$ cat src/rtl/shift_lr_seq.sv
// ---------------------------------------------------------------------------
// shift_lr_seq
//   Sequenced load/shift register. A start strobe in IDLE loads a word, then
//   the word is shifted one position per clock for 'amount' steps using the
//   latched mode (logical, arithmetic, rotate, serial fill or hold).
//
// Ports
//   clk      rising-edge clock
//   reset    asynchronous active-low reset
//   start    begin operation (sampled only in IDLE)
//   abort    terminate an operation in progress (ignored in IDLE)
//   mode     shift mode, latched with start
//   amount   number of single-bit steps, latched with start
//   in       parallel load word, latched with start
//   ser_in   fill bit for serial modes, sampled every step
//   q        shift register contents
//   busy     high while steps remain
//   done     one-cycle completion pulse, coincident with the final q
//   ser_out  bit shifted out on the most recent step
// ---------------------------------------------------------------------------
module shift_lr_seq #(
   parameter int WIDTH = 8,
   parameter int AMT_W = 4
) (
   input  logic             clk,
   input  logic             reset,
   input  logic             start,
   input  logic             abort,
   input  logic [2:0]       mode,
   input  logic [AMT_W-1:0] amount,
   input  logic [WIDTH-1:0] in,
   input  logic             ser_in,
   output logic [WIDTH-1:0] q,
   output logic             busy,
   output logic             done,
   output logic             ser_out
);

   typedef enum logic {
      IDLE  = 1'b0,
      SHIFT = 1'b1
   } state_t;

   typedef enum logic [2:0] {
      M_LSL  = 3'b000,
      M_LSR  = 3'b001,
      M_ROL  = 3'b010,
      M_ROR  = 3'b011,
      M_ASR  = 3'b100,
      M_SIL  = 3'b101,
      M_SIR  = 3'b110,
      M_HOLD = 3'b111
   } mode_t;

   state_t           state, state_n;
   mode_t            mode_r, mode_n;
   logic [AMT_W-1:0] cnt, cnt_n;
   logic [WIDTH-1:0] q_n;
   logic             busy_n, done_n, ser_out_n;

   // Result of one step on the current q with the latched mode.
   logic [WIDTH-1:0] step_q;
   logic             step_so;

   always_comb begin
      step_q  = q;
      step_so = 1'b0;
      unique case (mode_r)
         M_LSL:  begin step_q = {q[WIDTH-2:0], 1'b0};       step_so = q[WIDTH-1]; end
         M_LSR:  begin step_q = {1'b0, q[WIDTH-1:1]};       step_so = q[0];       end
         M_ROL:  begin step_q = {q[WIDTH-2:0], q[WIDTH-1]}; step_so = q[WIDTH-1]; end
         M_ROR:  begin step_q = {q[0], q[WIDTH-1:1]};       step_so = q[0];       end
         M_ASR:  begin step_q = {q[WIDTH-1], q[WIDTH-1:1]}; step_so = q[0];       end
         M_SIL:  begin step_q = {q[WIDTH-2:0], ser_in};     step_so = q[WIDTH-1]; end
         M_SIR:  begin step_q = {ser_in, q[WIDTH-1:1]};     step_so = q[0];       end
         M_HOLD: begin step_q = q;                          step_so = 1'b0;       end
         default: begin step_q = q;                         step_so = 1'b0;       end
      endcase
   end

   always_comb begin
      state_n   = state;
      mode_n    = mode_r;
      cnt_n     = cnt;
      q_n       = q;
      busy_n    = busy;
      done_n    = 1'b0;
      ser_out_n = ser_out;
      unique case (state)
         IDLE: begin
            if (start) begin
               q_n       = in;
               mode_n    = mode_t'(mode);
               cnt_n     = amount;
               ser_out_n = 1'b0;
               if (amount != '0) begin
                  state_n = SHIFT;
                  busy_n  = 1'b1;
               end else begin
                  // Zero-length operation completes on the load edge.
                  done_n = 1'b1;
               end
            end
         end
         SHIFT: begin
            if (abort) begin
               // No step on the abort edge; q keeps the last completed step.
               state_n = IDLE;
               busy_n  = 1'b0;
               cnt_n   = '0;
            end else begin
               q_n       = step_q;
               ser_out_n = step_so;
               cnt_n     = cnt - AMT_W'(1);
               if (cnt == AMT_W'(1)) begin
                  state_n = IDLE;
                  busy_n  = 1'b0;
                  done_n  = 1'b1;
               end
            end
         end
         default: begin
            state_n = IDLE;
            busy_n  = 1'b0;
         end
      endcase
   end

   always_ff @(posedge clk or negedge reset) begin
      if (!reset) begin
         state   <= IDLE;
         mode_r  <= M_LSL;
         cnt     <= '0;
         q       <= '0;
         busy    <= 1'b0;
         done    <= 1'b0;
         ser_out <= 1'b0;
      end else begin
         state   <= state_n;
         mode_r  <= mode_n;
         cnt     <= cnt_n;
         q       <= q_n;
         busy    <= busy_n;
         done    <= done_n;
         ser_out <= ser_out_n;
      end
   end

endmodule

$ cat config.mk
export PLATFORM = sky130hd
export DESIGN_NAME = shift_lr_seq
export DESIGN_NICKNAME = d
export VERILOG_FILES = /design/src/rtl/shift_lr_seq.sv
export SDC_FILE = /design/constraint.sdc
export NUM_CORES = 1
export LEC_CHECK = 0
export BUFFER_PORTS_ARGS = -buffer_cell sky130_fd_sc_hd__clkbuf_2
export CAP_MARGIN = 20
export CORE_AREA = 2 2 58 60
export CTS_BUF_LIST = sky130_fd_sc_hd__clkbuf_16
export CTS_CLUSTER_DIAMETER = 40
export CTS_CLUSTER_SIZE = 24
export DETAILED_ROUTE_END_ITERATION = 8
export DIE_AREA = 0 0 60 62
export PLACE_DENSITY = 0.68
export SLEW_MARGIN = 5
export SYNTH_ARGS = -nofsm -noshare
export SYNTH_HDL_FRONTEND = slang
export SYNTH_SLANG_ARGS = --single-unit
$ cat constraint.sdc
create_clock -name clk -period 1.4 [get_ports clk]
set_input_delay 0.14 -clock clk [delete_from_list [all_inputs] [get_ports clk]]
set_output_delay 0.14 -clock clk [all_outputs]
set_load 0.01 [all_outputs]
==> flow_metrics.py, run 1 <==
metrics = {
    "clocking": {
        "cts_tree": "done",
        "cts_root_buf": "clkbuf_16",
        "clk_path_buf_depth": 2,
        "clk_pin_slew_worst_paths_ns": 0.05,
        "cts_buffers": 3,
        "clock_sinks": 19,
        "clk_latency_ns": 0.25,
        "cts-htree-levels": 1,
    },
    "layout": {
        "area_growth_pct": 30.5,
        "final_area_sq_mm": 0.00153,
        "stdcell_count": 201,
        "fin_util_pct": 48.0,
        "diodes": 0,
        "nets": 178,
        "drive_gt1_share_pct": 37.4,
    },
    "setup_path": {
        "crit_fanout": 8,
        "cp.required_ns": 1.54,
        "r2r_start": "mode_r[2]$_DFFE_PN0P_",
        "crit_start": "mode_r[2]$_DFFE_PN0P_",
        "startpoint_type": "register",
        "cpPeakStageDelay_ns": 0.44,
        "cpMaxStageDelayCell": "dfrtp_2",
        "worstSetupEndpointType": "register",
        "crit_chain": "xnor2_4 -> mux2i_1 -> a211oi_2 -> a21o_1",
        "cp.arrival_ns": 1.55,
        "worstSetupPathType": "reg -> reg",
    },
    "timing": {
        "hold_violations": 0,
        "timing.final.ws_setup_ns": -0.00756,
        "period_share_pct": 101,
        "slew_viol_final": 0,
        "setup_viol": 2,
        "rsz0062_at_grt": "yes",
        "worstMarginPinSlew_ns": 0.499,
        "slew_headroom_pct": 66.7,
        "max_freq_mhz": 710,
        "period_minus_slack_ns": 1.41,
        "fin_worst_skew_ns": 0.00126,
    },
    "floorplanning": {
        "row_count": 21,
        "die_w_um": 60,
        "initial_core_util_pct": 36.8,
        "die_h_um": 62,
        "die_area_sq_mm": 0.00372,
        "core_area_sq_mm": 0.00318,
        "num_io_pins": 31,
    },
    "routing": {
        "ant_nets": 0,
        "drc_errors": 0,
        "via_per_inst": 5.02,
        "drt-wirelength-per-cell_um": 12.8,
        "vias": 1010,
        "firstDrtPassIters": 4,
        "dr.first_iter.drc_count": 30,
        "drt_wl_total_um": 2580,
    },
    "run_status": {
        "failed_checks": "negative setup slack",
        "status": "finished with violations",
    },
    "logic_synthesis": {
        "syn_area_per_cell_sq_um": 10.1,
        "ys.flop_type": "dfrtp_1",
        "synth.most_common_cell": "dfrtp_1",
        "syn-instance-count": 116,
        "yosys_warnings": 0,
        "synth-edff-count": 0,
        "yosys-top-cells-area": "dfrtp_1, mux2i_1, a21o_1",
        "synth_area_sq_mm": 0.00117,
        "synth_top_area_share_pct": 40.7,
        "yosys.cell_types.count": 31,
        "yosys.area.top_type": "dfrtp_1",
        "netlist_top_cells_count": "dfrtp_1, mux2i_1, nor2_1",
        "async_reset_ff_share_pct": 100,
        "ys_ff_latch": 19,
        "ys_seq_area_share_pct": 40.7,
        "syn_nets": 138,
    },
    "placement": {
        "post-place-ws_ns": -0.0425,
        "portBuffers": 30,
        "dpl.cell_count": 193,
        "hpwlAfterDp_um": 1970,
        "placedInstanceArea_sq_mm": 0.00139,
        "gp_congestion": 0.802,
    },
    "global_routing": {
        "grt_use_total_pct": 16.0,
        "grt_overflow": 0,
        "grt_max_degree": 23,
        "grt_first_pass_wirelength_um": 4440,
        "grt_antenna_before_repair": 0,
        "first_global_vias": 963,
    },
    "run": {
        "cap_violations": 0,
    },
    "power_and_ir_drop": {
        "p_leak_nw": 0.743,
        "ir_drop_uv": 1030,
        "power.density_mw_per_mm2": 2150,
    },
    "min_path": {
        "worstHoldPathType": "in -> reg",
        "hold_start": "mode[1]",
    },
}
[report_power, final]
part / total [W] / switching, W / internal (W)
registers: 0.00109 / 0.000292 / 0.000797
clock network: 0.000580 / 0.000198 / 0.000382
logic: 0.00161 / 0.000762 / 0.000848
total: 0.00328 / 0.00125 / 0.00203
[worst max-delay path: cells and delay by family (launching register included)]
kind / cells / cell delay, ns
AO/OA/AOI/OAI: 2 / 0.24
flip-flops: 1 / 0.44
multiplexers: 1 / 0.28
XOR/XNOR: 1 / 0.33
[cells in the final DEF, fill, tap and decap left out, types with 2 or more instances in the layout]
cell type   n
clkbuf_2   30
dfrtp_1    17
mux2i_1    10
buf_4      10
nor2_1      8
nand2_1     7
o21ai_0     7
a21oi_1     6
a21o_1      6
inv_1       5
a211oi_1    5
o22ai_1     4
nor2b_1     3
mux2_2      3
nand3b_1    3
clkbuf_16   3
nand2b_1    2
xnor2_1     2
nor3_1      2
nand3_1     2
a311oi_1    2
ha_1        2
dfrtp_2     2
[metal layers]
layer,vias to the layer above,wire (um),GRT usage [%]
li1,495,-,-
met1,487,1120,18.4
met2,28,1340,31.1
met3,0,128,4.35
met4,0,0,0.952
met5,-,0,0
[repair_timing]
action | CTS | global route
pin swaps | 3 | 3
hold buffers | 1 | 0
endpoints found under the hold margin | 19 | 0
setup endpoints to repair | 6 | 9
setup buffers | 2 | 1
gates resized for setup | 1 | 4
[metrics by stage]
step | total power, W | setup TNS (ns) | hold slack (ns)
after floorplan | 0.00212 | 0 | -0.156
after global placement | 0.00252 | 0 | 0.124
after detailed placement | 0.00260 | -0.101 | 0.125
after CTS | 0.00325 | -0.0651 | 0.127
after global routing | 0.00355 | -0.450 | 0.131
final | 0.00328 | -0.00903 | 0.127
[final cells by class]
| type | count | area (sq um) |
|---|---|---|
| clock buffer | 3 | 75.1 |
| clock inverter | 1 | 5.00 |
| fill | 305 | 1650 |
| inverter | 5 | 18.8 |
| multi-input combinational | 84 | 624 |
| sequential | 19 | 478 |
| tap | 46 | 57.6 |
| timing repair buffer | 43 | 267 |
[sequential cells by signal, indices dropped and copies added (netlist names)]
signal and flops:
cnt 4, busy 1, mode_r 3, state 1, done 1, ser_out 1, q 8
[cells by family (layout without fill, tap and decap cells)]
kind of cell | after synthesis | count (layout) | share of synthesized area, %
AOI/OAI and AO/OA | 34 | 34 | 20.4
xor gates and xnor gates | 4 | 4 | 4.60
adders and majority gates | 2 | 2 | 2.14
buffers and inverters | 13 | 52 | 7.07
DFF | 19 | 19 | 40.7
muxes | 13 | 13 | 11.5
and+or+nand+nor | 31 | 31 | 13.6
[path summary, 6_finish.rpt]
check | endpoint | slack [ns] | cells after the start
setup / recovery | q[3]$_DFFE_PN0P_ | -0.008 | 4
hold / removal | mode_r[1]$_DFFE_PN0P_ | 0.13 | 2
setup reg to reg | q[3]$_DFFE_PN0P_ | -0.008 | 4
hold reg to reg | busy$_DFFE_PN0P_ | 0.52 | 2
max in group asynchronous | mode_r[2]$_DFFE_PN0P_ | 0.65 | 2
min in group asynchronous | q[1]$_DFFE_PN0P_ | 0.39 | 2
(Power assumes the default switching activity.)
==> run 2: changes to the inputs <==
- PLACE_DENSITY: 0.68 -> not set
- PLACE_DENSITY_LB_ADDON: not set -> 0.12
==> run 2 against run 1 <==
- highest routed layer is now met4
- the flow still finishes with violations (negative setup slack)
- critical endpoint unchanged
- first-iteration DRC count rose by 37%
- cell count shrank 0.50%
- clock skew is 0.0029 ns higher
- die area unchanged
- non-clock buffer count fell by 1
- count of clock-buffer cells in the layout unchanged
==> flow_metrics.py, run 2 (synthesis gave the netlist of run 1 again) <==
metrics = {
    "routing": {
        "drt_wl_total_um": 2480,
        "dr.first_iter.drc_count": 41,
        "drt-wirelength-per-cell_um": 12.4,
        "ant_nets": 0,
        "via_per_inst": 4.84,
        "firstDrtPassIters": 4,
        "vias": 967,
        "drc_errors": 0,
    },
    "layout": {
        "top_regs": "q x8, cnt x4, mode_r x3",
        "final_area_sq_mm": 0.00152,
        "area_growth_pct": 29.8,
        "regMostFlops": "q",
        "nets": 177,
        "diodes": 0,
        "drive_gt1_share_pct": 36.4,
        "layout_commonest_cell": "clkbuf_2",
        "largest_register_ffs": 8,
        "mostFrequentLayoutCells": "clkbuf_2, dfrtp_1, mux2i_1, buf_4, nor2_1",
    },
    "setup_path": {
        "worstSetupPathType": "reg -> reg",
        "cp_top_family": "flip-flops",
        "worstSetupEndpointType": "register",
        "cp.required_ns": 1.54,
        "startpoint_type": "register",
        "crit_fanout": 8,
        "crit_start": "mode_r[2]$_DFFE_PN0P_",
        "cpPeakStageDelay_ns": 0.44,
        "crit_buf_inv": 0,
        "cpMaxStageDelayCell": "dfrtp_2",
        "cp.arrival_ns": 1.55,
        "crit_chain": "xnor2_4 -> mux2i_2 -> a211oi_2 -> a21o_1",
        "r2r_start": "mode_r[2]$_DFFE_PN0P_",
    },
    "power_and_ir_drop": {
        "intPower_w": 0.00201,
        "pwr-share-comb_pct": 48.0,
        "ir_drop_uv": 842,
        "seqPwrFrac_pct": 33.6,
        "p_leak_nw": 0.733,
        "p_sw_share_pct": 37.7,
        "p_switching_w": 0.00122,
        "pwr-share-clk_pct": 18.5,
        "power.density_mw_per_mm2": 2130,
    },
    "run_status": {
        "failed_checks": "negative setup slack",
        "status": "finished with violations",
    },
    "clocking": {
        "cts_root_buf": "clkbuf_16",
        "cts_buffers": 3,
        "clk_latency_ns": 0.25,
        "cts-htree-levels": 1,
        "clock_sinks": 19,
        "cts_tree": "done",
        "clk_path_buf_depth": 2,
        "clk_pin_slew_worst_paths_ns": 0.06,
    },
    "floorplanning": {
        "core_area_sq_mm": 0.00318,
        "die_w_um": 60,
        "num_io_pins": 31,
        "initial_core_util_pct": 36.8,
        "die_area_sq_mm": 0.00372,
        "row_count": 21,
        "die_h_um": 62,
    },
    "timing": {
        "slew_viol_final": 0,
        "worstMarginPinSlew_ns": 0.496,
        "timing.final.ws_setup_ns": -0.00453,
        "hold_violations": 0,
        "rsz0062_at_grt": "yes",
        "whs_ns": 0.122,
        "setup_viol": 1,
        "period_minus_slack_ns": 1.40,
        "period_share_pct": 100,
        "fin_worst_skew_ns": 0.00412,
        "max_freq_mhz": 712,
        "slew_headroom_pct": 66.9,
    },
    "global_routing": {
        "grt_first_pass_wirelength_um": 4030,
        "first_global_vias": 916,
        "grt_max_degree": 30,
        "grt_antenna_before_repair": 0,
        "grt_use_total_pct": 14.4,
        "grt_overflow": 0,
    },
    "placement": {
        "placedInstanceArea_sq_mm": 0.00141,
        "hpwlAfterDp_um": 1860,
        "portBuffers": 30,
        "gp_congestion": 0.745,
    },
    "min_path": {
        "hold_start": "mode[0]",
        "worstHoldPathType": "in -> reg",
    },
    "run": {
        "cap_violations": 0,
    },
}
==> run 2: cell types whose count changed in the layout (fill, tap and decap cells not counted), sizes merged <==
cell	before	now
buf	12	11
==> run 2: path summary, 6_finish.rpt <==
path / to / slack [ns] / cells past startpoint
min in group asynchronous: cnt[3]$_DFFE_PN0P_ / 0.39 / 2
worst max-delay path: q[3]$_DFFE_PN0P_ / -0.005 / 4
worst min register to register: busy$_DFFE_PN0P_ / 0.52 / 2
worst min-delay path: mode_r[0]$_DFFE_PN0P_ / 0.12 / 2
max in group asynchronous: mode_r[2]$_DFFE_PN0P_ / 0.65 / 2
worst max register to register: q[3]$_DFFE_PN0P_ / -0.005 / 4
==> run 2: area by class of cell <==
type,count,area [sq um]
inverters,5,18.8
clock buffers,3,75.1
fillers,317,1660
clock inverters,1,5.00
repair buffers,42,268
flip-flops and latches,19,478
well taps,46,57.6
multi-input cells,84,614
==> run 2: through the flow <==
| stage | total power, W | std cells | TNS, ns | utilization [%] | setup WS, ns |
|---|---|---|---|---|---|
| 2_1_floorplan | 0.00212 | 116 | 0 | - | 0.0404 |
| 3_3_place_gp | 0.00260 | 194 | 0 | 44.4 | 0.00266 |
| 3_5_place_dp | 0.00262 | 194 | -0.0285 | 44.4 | -0.0203 |
| 4_1_cts | 0.00324 | 199 | -0.00667 | 47.3 | -0.00667 |
| 5_1_grt | 0.00349 | 200 | -0.248 | 47.7 | -0.0711 |
| 6_report | 0.00322 | 200 | -0.00453 | 47.7 | -0.00453 |
==> run 2: repair_timing <==
item | 4_1_cts | 5_1_grt
buffers inserted | 0 | 1
hold buffers | 1 | 0
endpoints found under the setup margin | 3 | 6
pin swaps | 2 | 3
resized for setup | 1 | 2
hold endpoints to repair | 19 | 0
==> run 2: power groups by stage <==
| stage | registers (W) | clock network [W] | logic, W |
|---|---|---|---|
| 6_report | 0.00108 | 0.000595 | 0.00155 |
| 5_1_grt | 0.00113 | 0.000642 | 0.00172 |
| 4_1_cts | 0.00109 | 0.000612 | 0.00154 |
| 3_5_place_dp | 0.00109 | 0 | 0.00153 |
| 3_3_place_gp | 0.00108 | 0 | 0.00151 |
| 2_1_floorplan | 0.00108 | 0 | 0.00103 |
==> run 2: metal layers <==
metal  global-route usage [%]  routed length (um)
met3                     2.69                  99
met4                     5.71                  31
met5                        0                   0
met2                     24.2                1180
met1                     18.4                1170
==> run 2: worst register-to-register path: stages (launching register included) <==
cell and delay [ns]:
dfrtp_2 0.44, xnor2_4 0.35, mux2i_2 0.27, a211oi_2 0.08, a21o_1 0.15
==> run 3: changes to the inputs <==
- CORE_AREA: 2 2 58 60 -> 2 2 42 82
- DIE_AREA: 0 0 60 62 -> 0 0 44 84
==> run 3 against run 2 <==
- the flow still finishes with violations (negative setup slack)
- total power about the same
- clock skew down 0.0012 ns
- wire length up 7.6%
- combinational power about the same
==> flow_metrics.py, run 3 (synthesis gave the netlist of run 1 again) <==
metrics = {
    "run_status": {
        "status": "finished with violations",
        "failed_checks": "negative setup slack",
    },
    "global_routing": {
        "grt_antenna_before_repair": 0,
        "grt_use_total_pct": 16.1,
        "grt_first_pass_wirelength_um": 4510,
        "grt_max_degree": 30,
        "grt_overflow": 0,
        "first_global_vias": 987,
    },
    "layout": {
        "layout_commonest_cell": "clkbuf_2",
        "stdcell_count": 183,
        "regMostFlops": "q",
        "mostFrequentLayoutCells": "clkbuf_2, dfrtp_1, mux2i_1",
        "nets": 175,
        "largest_register_ffs": 8,
        "diodes": 0,
        "fin_util_pct": 47.7,
        "top_regs": "q x8, cnt x4, mode_r x3",
        "nFillCells": 307,
        "area_growth_pct": 27.4,
        "drive_gt1_share_pct": 35.5,
    },
    "setup_path": {
        "r2r_cells": 4,
        "cpMaxStageDelayCell": "dfrtp_2",
        "cp_top_family": "flip-flops",
        "crit_fanout": 8,
        "r2r-end": "q[3]$_DFFE_PN0P_",
        "cpPeakStageDelay_ns": 0.45,
        "worstSetupPathType": "reg -> reg",
        "r2r_start": "mode_r[2]$_DFFE_PN0P_",
        "cp.arrival_ns": 1.56,
        "rrSetupSlack_ns": -0.02,
        "cp.required_ns": 1.54,
        "startpoint_type": "register",
        "crit_chain": "xnor2_4 -> mux2i_1 -> a211oi_2 -> a21o_1",
        "worstSetupEndpointType": "register",
        "crit_buf_inv": 0,
    },
    "clocking": {
        "cts_tree": "done",
        "cts_root_buf": "clkbuf_16",
        "clk_path_buf_depth": 2,
        "clk_pin_slew_worst_paths_ns": 0.06,
        "cts-htree-levels": 1,
        "cts_buffers": 3,
        "clk_latency_ns": 0.25,
        "clock_sinks": 19,
    },
    "placement": {
        "dpl.cell_count": 177,
        "hpwlAfterDp_um": 2040,
        "portBuffers": 30,
        "gp_congestion": 0.764,
    },
    "routing": {
        "firstDrtPassIters": 3,
        "drt_wl_total_um": 2670,
        "vias": 987,
        "drc_errors": 0,
        "dr.first_iter.drc_count": 21,
        "ant_nets": 0,
        "drt-wirelength-per-cell_um": 14.6,
        "via_per_inst": 5.39,
    },
    "power_and_ir_drop": {
        "power.total_w": 0.00322,
        "p_leak_nw": 0.727,
        "power.density_mw_per_mm2": 2170,
        "ir_drop_uv": 851,
    },
    "timing": {
        "slew_headroom_pct": 66.4,
        "whs_ns": 0.124,
        "fin_worst_skew_ns": 0.00290,
        "rsz0062_at_grt": "yes",
        "max_freq_mhz": 705,
        "timing.final.ws_setup_ns": -0.0189,
        "final.setup.tns_ns": -0.0189,
        "slew_viol_final": 0,
        "setup_viol": 1,
        "period_share_pct": 101,
        "period_minus_slack_ns": 1.42,
        "hold_violations": 0,
        "worstMarginPinSlew_ns": 0.503,
    },
    "floorplanning": {
        "initial_core_util_pct": 37.4,
        "core_area_sq_mm": 0.00312,
        "num_io_pins": 31,
        "die_area_sq_mm": 0.00370,
        "die_w_um": 44,
        "die_h_um": 84,
        "row_count": 29,
    },
    "min_path": {
        "min_path_cells": 2,
        "hold_start": "mode[1]",
        "worstHoldPathType": "in -> reg",
        "min_to": "mode_r[1]$_DFFE_PN0P_",
    },
    "run": {
        "cap_violations": 0,
    },
}
[run 3: cell types whose count changed in the layout (fill, tap and decap cells not counted), sizes merged]
| cell | delta |
|---|---|
| buf | -2 |
[run 3: power breakdown]
part | internal, W | switching, W | total, W
clock | 0.000383 | 0.000210 | 0.000593
combinational | 0.000802 | 0.000745 | 0.00155
sequential | 0.000797 | 0.000287 | 0.00108
total | 0.00198 | 0.00124 | 0.00322
[run 3: stage by stage]
step           setup WS (ns)  cell area, sq um
4_1_cts              -0.0203              1480
3_5_place_dp         -0.0403              1380
3_3_place_gp         0.00160              1380
6_report             -0.0189              1490
2_1_floorplan         0.0404              1170
5_1_grt              -0.0929              1490
[run 3: layout make-up]
| cell class | instances | area [sq um] | area share [%] |
|---|---|---|---|
| clock buffer | 3 | 75.1 | 5.04 |
| clock inverter | 1 | 5.00 | 0.336 |
| inverter | 5 | 18.8 | 1.26 |
| multi-input combinational | 84 | 617 | 41.4 |
| sequential | 19 | 478 | 32.1 |
| tap | 31 | 38.8 | 2.61 |
| timing repair buffer | 40 | 256 | 17.2 |
[run 3: repair_timing]
item                                   in CTS  in global routing
setup endpoints to repair                   6                  8
buffers inserted                            1                  0
pin swaps                                   2                  4
gates resized for setup                     1                  3
endpoints found under the hold margin      19                  0
hold buffers                                1                  0
[run 3: layer usage]
| layer | share of wire, % | vias to the layer above | GRT usage (%) |
|---|---|---|---|
| met3 | 4.1 | 4 | 2.38 |
| li1 | - | 490 | - |
| met4 | 1.3 | 0 | 5.79 |
| met5 | 0 | - | 0 |
| met1 | 37 | 473 | 16.9 |
| met2 | 58 | 20 | 30.1 |
[run 3: worst max-delay path by stage]
stage | start | endpoint | cells past startpoint
4_1_cts | mode_r[0]$_DFFE_PN0P_ | q[3]$_DFFE_PN0P_ | 4
5_1_grt | mode_r[2]$_DFFE_PN0P_ | q[4]$_DFFE_PN0P_ | 4
6_report | mode_r[2]$_DFFE_PN0P_ | q[3]$_DFFE_PN0P_ | 4
3_5_place_dp | mode_r[2]$_DFFE_PN0P_ | q[3]$_DFFE_PN0P_ | 4
3_3_place_gp | mode_r[2]$_DFFE_PN0P_ | q[3]$_DFFE_PN0P_ | 4
2_1_floorplan | mode_r[2]$_DFFE_PN0P_ | q[3]$_DFFE_PN0P_ | 5
